===== src/rtl/temporizador_multicanal.sv =====
// -----------------------------------------------------------------------------
// temporizador_multicanal
//
// N-channel dosing timer. After a start request, each channel output stays
// high for level*CYC_PER_STEP clock cycles. A shared prescaler generates
// level steps, and a step counter compares against each channel's captured
// level. The datapath has no multipliers or dividers.
//
// In one-shot mode the run ends once the largest level has elapsed, and done
// pulses for one cycle. In continuous mode the period is always LVL_MAX steps.
// The levels are recaptured at every period boundary.
//
// Ports:
//   clk     system clock
//   rst_n   asynchronous active-low reset
//   start   start request, only honoured while idle
//   abort   return to idle at the next edge (wins over start)
//   mode    0 = one-shot, 1 = continuous, captured together with start
//   levels  packed per-channel levels, channel i = levels[i*LVL_W +: LVL_W]
//   out     per-channel drive, 1 = pump/motor on
//   busy    high while running
//   done    one-cycle pulse when a one-shot run completes
//   err     sticky flag: the last capture contained a level above LVL_MAX
// -----------------------------------------------------------------------------
module temporizador_multicanal #(
    parameter int N_CH         = 3,
    parameter int LVL_W        = 5,
    parameter int LVL_MAX      = 15,
    parameter int CYC_PER_STEP = 33_333
) (
    input  logic                    clk,
    input  logic                    rst_n,
    input  logic                    start,
    input  logic                    abort,
    input  logic                    mode,
    input  logic [N_CH*LVL_W-1:0]   levels,
    output logic [N_CH-1:0]         out,
    output logic                    busy,
    output logic                    done,
    output logic                    err
);

    localparam int PS_W   = $clog2(CYC_PER_STEP);
    localparam int STEP_W = $clog2(LVL_MAX + 1);

    localparam logic [PS_W-1:0]   PS_LAST   = PS_W'(CYC_PER_STEP - 1);
    localparam logic [STEP_W-1:0] STEP_FULL = STEP_W'(LVL_MAX);

    typedef enum logic {
        IDLE = 1'b0,
        RUN  = 1'b1
    } state_t;

    state_t                          state_q, state_d;
    logic [PS_W-1:0]                 presc_q, presc_d;
    logic [STEP_W-1:0]               step_q, step_d;
    logic [N_CH-1:0][STEP_W-1:0]     lvl_q, lvl_d;
    logic [STEP_W-1:0]               max_q, max_d;
    logic                            mode_q, mode_d;
    logic                            done_q, done_d;
    logic                            err_q, err_d;

    logic [N_CH-1:0][STEP_W-1:0]     snap_lvl;
    logic [STEP_W-1:0]               snap_max;
    logic                            snap_err;
    logic [LVL_W-1:0]                lvl_in;
    logic [STEP_W-1:0]               step_inc;
    logic                            presc_wrap;

    // Clamped copy of the level inputs, with its maximum and the
    // out-of-range flag. These values are ready whenever a capture happens.
    always_comb begin
        snap_lvl = '0;
        snap_max = '0;
        snap_err = 1'b0;
        lvl_in   = '0;
        for (int i = 0; i < N_CH; i++) begin
            lvl_in = levels[i*LVL_W +: LVL_W];
            if (32'(lvl_in) > 32'(LVL_MAX)) begin
                snap_lvl[i] = STEP_FULL;
                snap_err    = 1'b1;
            end else begin
                snap_lvl[i] = STEP_W'(lvl_in);
            end
            if (snap_lvl[i] > snap_max) begin
                snap_max = snap_lvl[i];
            end
        end
    end

    assign step_inc   = step_q + STEP_W'(1);
    assign presc_wrap = (presc_q == PS_LAST);

    // Next-state logic for the IDLE/RUN controller and its counters.
    always_comb begin
        state_d = state_q;
        presc_d = presc_q;
        step_d  = step_q;
        lvl_d   = lvl_q;
        max_d   = max_q;
        mode_d  = mode_q;
        done_d  = 1'b0;
        err_d   = err_q;

        if (abort) begin
            state_d = IDLE;
            presc_d = '0;
            step_d  = '0;
        end else begin
            case (state_q)
                IDLE: begin
                    if (start) begin
                        lvl_d   = snap_lvl;
                        max_d   = snap_max;
                        err_d   = snap_err;
                        mode_d  = mode;
                        presc_d = '0;
                        step_d  = '0;
                        // An all-zero capture has nothing to dose, so it
                        // completes immediately.
                        if (snap_max == '0) begin
                            done_d = 1'b1;
                        end else begin
                            state_d = RUN;
                        end
                    end
                end
                RUN: begin
                    if (presc_wrap) begin
                        presc_d = '0;
                        if (!mode_q && (step_inc == max_q)) begin
                            state_d = IDLE;
                            step_d  = '0;
                            done_d  = 1'b1;
                        end else if (mode_q && (step_inc == STEP_FULL)) begin
                            // Period boundary. New levels take effect here.
                            step_d = '0;
                            lvl_d  = snap_lvl;
                            max_d  = snap_max;
                            err_d  = snap_err;
                        end else begin
                            step_d = step_inc;
                        end
                    end else begin
                        presc_d = presc_q + PS_W'(1);
                    end
                end
                default: begin
                    state_d = IDLE;
                end
            endcase
        end
    end

    // State and datapath registers.
    always_ff @(posedge clk or negedge rst_n) begin
        if (!rst_n) begin
            state_q <= IDLE;
            presc_q <= '0;
            step_q  <= '0;
            lvl_q   <= '0;
            max_q   <= '0;
            mode_q  <= 1'b0;
            done_q  <= 1'b0;
            err_q   <= 1'b0;
        end else begin
            state_q <= state_d;
            presc_q <= presc_d;
            step_q  <= step_d;
            lvl_q   <= lvl_d;
            max_q   <= max_d;
            mode_q  <= mode_d;
            done_q  <= done_d;
            err_q   <= err_d;
        end
    end

    // Outputs are decoded from registered state only. Reset therefore clears
    // out and busy at once, without waiting for a clock edge.
    always_comb begin
        out = '0;
        for (int i = 0; i < N_CH; i++) begin
            out[i] = (state_q == RUN) && (step_q < lvl_q[i]);
        end
    end

    assign busy = (state_q == RUN);
    assign done = done_q;
    assign err  = err_q;

endmodule


===== config.mk =====
export PLATFORM = sky130hd
export DESIGN_NAME = temporizador_multicanal
export DESIGN_NICKNAME = d
export VERILOG_FILES = /design/src/rtl/temporizador_multicanal.sv
export SDC_FILE = /design/constraint.sdc
export NUM_CORES = 1
export LEC_CHECK = 0
export ABC_AREA = 1
export CELL_PAD_IN_SITES_DETAIL_PLACEMENT = 0
export CELL_PAD_IN_SITES_GLOBAL_PLACEMENT = 2
export CORE_UTILIZATION = 34
export CTS_BUF_LIST = sky130_fd_sc_hd__clkbuf_16
export DETAILED_ROUTE_END_ITERATION = 12
export PLACE_DENSITY_LB_ADDON = 0.1
export SYNTH_ARGS = -nofsm -noshare
export SYNTH_HDL_FRONTEND = slang
export SYNTH_SLANG_ARGS = --single-unit

===== constraint.sdc =====
create_clock -name clk -period 2.3 [get_ports clk]
set_clock_uncertainty 0.15 [all_clocks]
set_input_delay 0.575 -clock clk [delete_from_list [all_inputs] [get_ports clk]]
set_output_delay 0.575 -clock clk [all_outputs]
set_load 0.03 [all_outputs]

==> out/summary.txt <==
Fmax -> 0.350 GHz
Top Ports -> 26
Post-route cell area -> 0.00378 mm^2
WL per Instance -> 13.5 um
Setup total negative slack -> -3.75 ns
GRT Util Overall -> 18.5%
Clock network power share -> 25.9%
Vias -> 2325
Grt met1 use -> 26.4%
Max-slew headroom -> 66.1%
DP HPWL -> 4.96 mm
Sequential Power Share -> 35.0%
DR DRC count -> 0
Fin crit period -> 2.86 ns
Worst-Skew Late Latency -> 0.28 ns
Critical Path Start Type -> input port
FF+latch count, synth -> 40
Num rows -> 30
Number of cells on the worst reg-to-reg path -> 10
Clock Path Buffers -> 2
Critical path type -> input port to flip-flop
Post-synth cell types -> 31
Syn_area_per_cell -> 8.07 um^2
Cell Pwr Density -> 690 mW/mm^2
Die height -> 87.8 um
Number of enable flip-flop cells after synthesis -> 0
Logic pwr share -> 39.1%
FILL cells -> 653
Synth Flop Type -> dfrtp_1
DRT antenna net count -> 0
Post-Synthesis Cells -> 310
First-pass GRT wire length -> 10.9 mm
Starting Density -> 36.0%
GRT busiest layer -> met2
Vias in the first global route -> 2285
Net Sw Power -> 0.000909 W
H-tree depth -> 2
Cell Area, Placed -> 0.00328 mm^2
Initial DRC count -> 98
Critical path origin -> levels[9]
Crit path top cell by count -> nand2_2
Status -> finished, violations left
Crit share post-route -> 124%
Post-Syn Nets -> 350
Hold WC Path Type -> input port to asynchronous set/reset pin
Unrepaired setup endpoints after global routing -> yes
Initial antenna violation count -> 0
PnR Total Power -> 0.00261 W
Critical Path RT -> 2.32 ns
Sink Count -> 40
Diode count -> 0
Crit end category -> flip-flop
Failing checks -> setup timing
Hold WS -> 0.108 ns
Critical path peak fanout -> 5
GR Util met3 -> 2.92%
Number of I/O port buffers -> 25
Max-slew violations -> 0
Share of cells above drive strength 1 -> 39.2%
Synth async-reset ratio -> 100%
Switching portion of total power -> 34.9%
Largest incremental delay on the critical path -> 0.28 ns
GR Layer Usage met2 -> 28.7%
Largest net degree at the start of global routing -> 22
Arr. time, crit path -> 2.88 ns
Design internal power -> 0.00170 W
Worst-path cell with the longest stage delay -> ha_4
Sequential-to-total area share from yosys stat -> 40.0%
Final hold violations -> 0
Crit-path cells -> buf_8, nor2_4, inv_2, ha_4, nand2_4, a21oi_4, buf_6, nand3_4, nand2_4, nand2_2, and2_4, ha_4, inv_2, a21oi_2, o21ai_1, nand2_2, nand3_2, nand2_2, nor2_2, nand2_2, nand2_1, nand2_1
Leak -> 1.71 nW
Max cap viols -> 0
Area growth, synth to finish -> 51.1%
Cts bufs inserted -> 5
Die area -> 0.00770 mm^2
Global route overflow -> 0
Gp weighted congestion -> 0.781
Final core utilization -> 54.4%
Final setup vio count -> 9
Vias per cell -> 4.75
CTS tree -> yes
Clock Tree Root -> clkbuf_16
Core ar. -> 0.00694 mm^2
Maximum VDD drop -> 298 uV
Clock transition at path regs -> 0.06 ns
Worst r2r src -> step_q[1]$_DFFE_PN0P_
First-pass iteration count of the detailed router -> 4
Final worst setup slack -> -0.560 ns
Tightest Pin Transition -> 0.508 ns
Final Routed Wirelength -> 6.61 mm
Final nets -> 432
Ys Warns -> 0
Die Width -> 87.8 um
Mapped Area -> 0.00250 mm^2
==> logic make-up after synthesis <==
logic type / share of synthesized area [%]
simple gates: 25.6
buf+inv: 6.70
compound gates: 14.2
flops: 40.0
xor+xnor: 3.50
fa+ha+maj: 10.0
==> power by group through the flow <==
stage | Sequential [W] | Combinational, W | Clock, W
after global routing | 0.000930 | 0.00114 | 0.000732
final | 0.000913 | 0.00102 | 0.000676
after global placement | 0.000916 | 0.000841 | 0
after floorplan | 0.000929 | 0.000528 | 0
after CTS | 0.000913 | 0.000920 | 0.000701
after detailed placement | 0.000921 | 0.000845 | 0
==> layer usage <==
| layer | up-vias | share of wire [%] |
|---|---|---|
| li1 | 1202 | - |
| met1 | 1079 | 50 |
| met2 | 40 | 45 |
| met3 | 4 | 4.0 |
| met4 | 0 | 0.82 |
| met5 | - | 0 |
==> metrics by stage <==
| step | cells | setup WS (ns) |
|---|---|---|
| finish | 489 | -0.560 |
| floorplan | 310 | -0.492 |
| global route | 489 | -0.692 |
| global placement | 469 | -1.24 |
| detailed placement | 469 | -1.32 |
| CTS | 485 | -0.517 |
==> registers in the layout, summed over array words and instances, names as in the netlist <==
| register | cells |
|---|---|
| busy | 1 |
| done | 1 |
| err | 1 |
| lvl_q | 12 |
| max_q | 4 |
| mode_q | 1 |
| presc_q | 16 |
| step_q | 4 |
==> cell usage after synthesis (2+ instances only) <==
cell type	number	area (um^2)
nand2_1	69	259
nand3_1	19	95.1
dfrtp_1	40	1000
nor4_1	2	12.5
xnor2_1	4	35.0
or2_2	3	18.8
inv_1	33	124
o22ai_1	2	12.5
buf_6	2	22.5
ha_1	20	250
nor3_1	11	55.1
inv_2	2	7.51
a21boi_0	3	22.5
a21oi_1	16	80.1
nor2_1	27	101
o21ai_2	7	61.3
o21ai_0	23	115
a2111oi_0	3	26.3
o211a_1	3	30.0
xor2_1	6	52.6
nand4_1	5	31.3
==> final cells by class <==
type,count,area (um^2),share of cell area [%]
clock buffer,5,125,3.31
tap,96,120,3.18
inverter,36,140,3.71
clock inverter,3,18.8,0.497
multi-input combinational,231,1700,45.1
timing repair buffer,78,669,17.7
sequential,40,1000,26.5
==> worst max-delay path: cells and delay by family <==
kind	cells	cell delay [ns]
AOI/OAI and AO/OA	3	0.32
buffers and inverters	4	0.33
adders and majority gates	2	0.43
and+or+nand+nor	13	1.21
==> cell usage in the layout (no fill, tap or decap), types with 3 or more instances in the layout <==
master / count
ha_1: 12
nor2_4: 6
a21oi_1: 12
dfrtp_1: 39
inv_2: 8
or2_2: 3
nand3_1: 10
o211a_1: 3
o21ai_2: 9
a2111oi_4: 3
ha_4: 8
xor2_1: 6
nor3_1: 11
nand4_1: 5
o21ai_0: 20
nor2_1: 17
dlygate4sd2_1: 4
a21boi_1: 3
nand2_2: 18
inv_1: 26
xnor2_1: 4
buf_4: 52
clkbuf_16: 5
nand2_4: 5
nor2_2: 6
clkdlybuf4s50_1: 11
nand2_1: 47
nand3_2: 8
buf_12: 3
buf_2: 3
a21oi_2: 3
==> worst paths after layout <==
kind	to	slack (ns)
min in group clk	presc_q[15]$_DFFE_PN0P_	0.31
max in group asynchronous	lvl_q[5]$_DFFE_PN0P_	1.41
hold reg to reg	presc_q[15]$_DFFE_PN0P_	0.31
setup / recovery	busy$_DFF_PN0_	-0.56
hold / removal	presc_q[1]$_DFFE_PN0P_	0.11
setup reg to reg	step_q[1]$_DFFE_PN0P_	0.10
==> repair_timing <==
action / in CTS / in global routing
gates resized for setup: 61 / 36
buffers inserted: 8 / 4
cloned: 0 / 0
hold endpoints to repair: 0 / 0
setup endpoints to repair: 9 / 9
hold buffers: 0 / 0
pin swaps: 26 / 27
No activity file was read; power rests on OpenSTA's default activity.
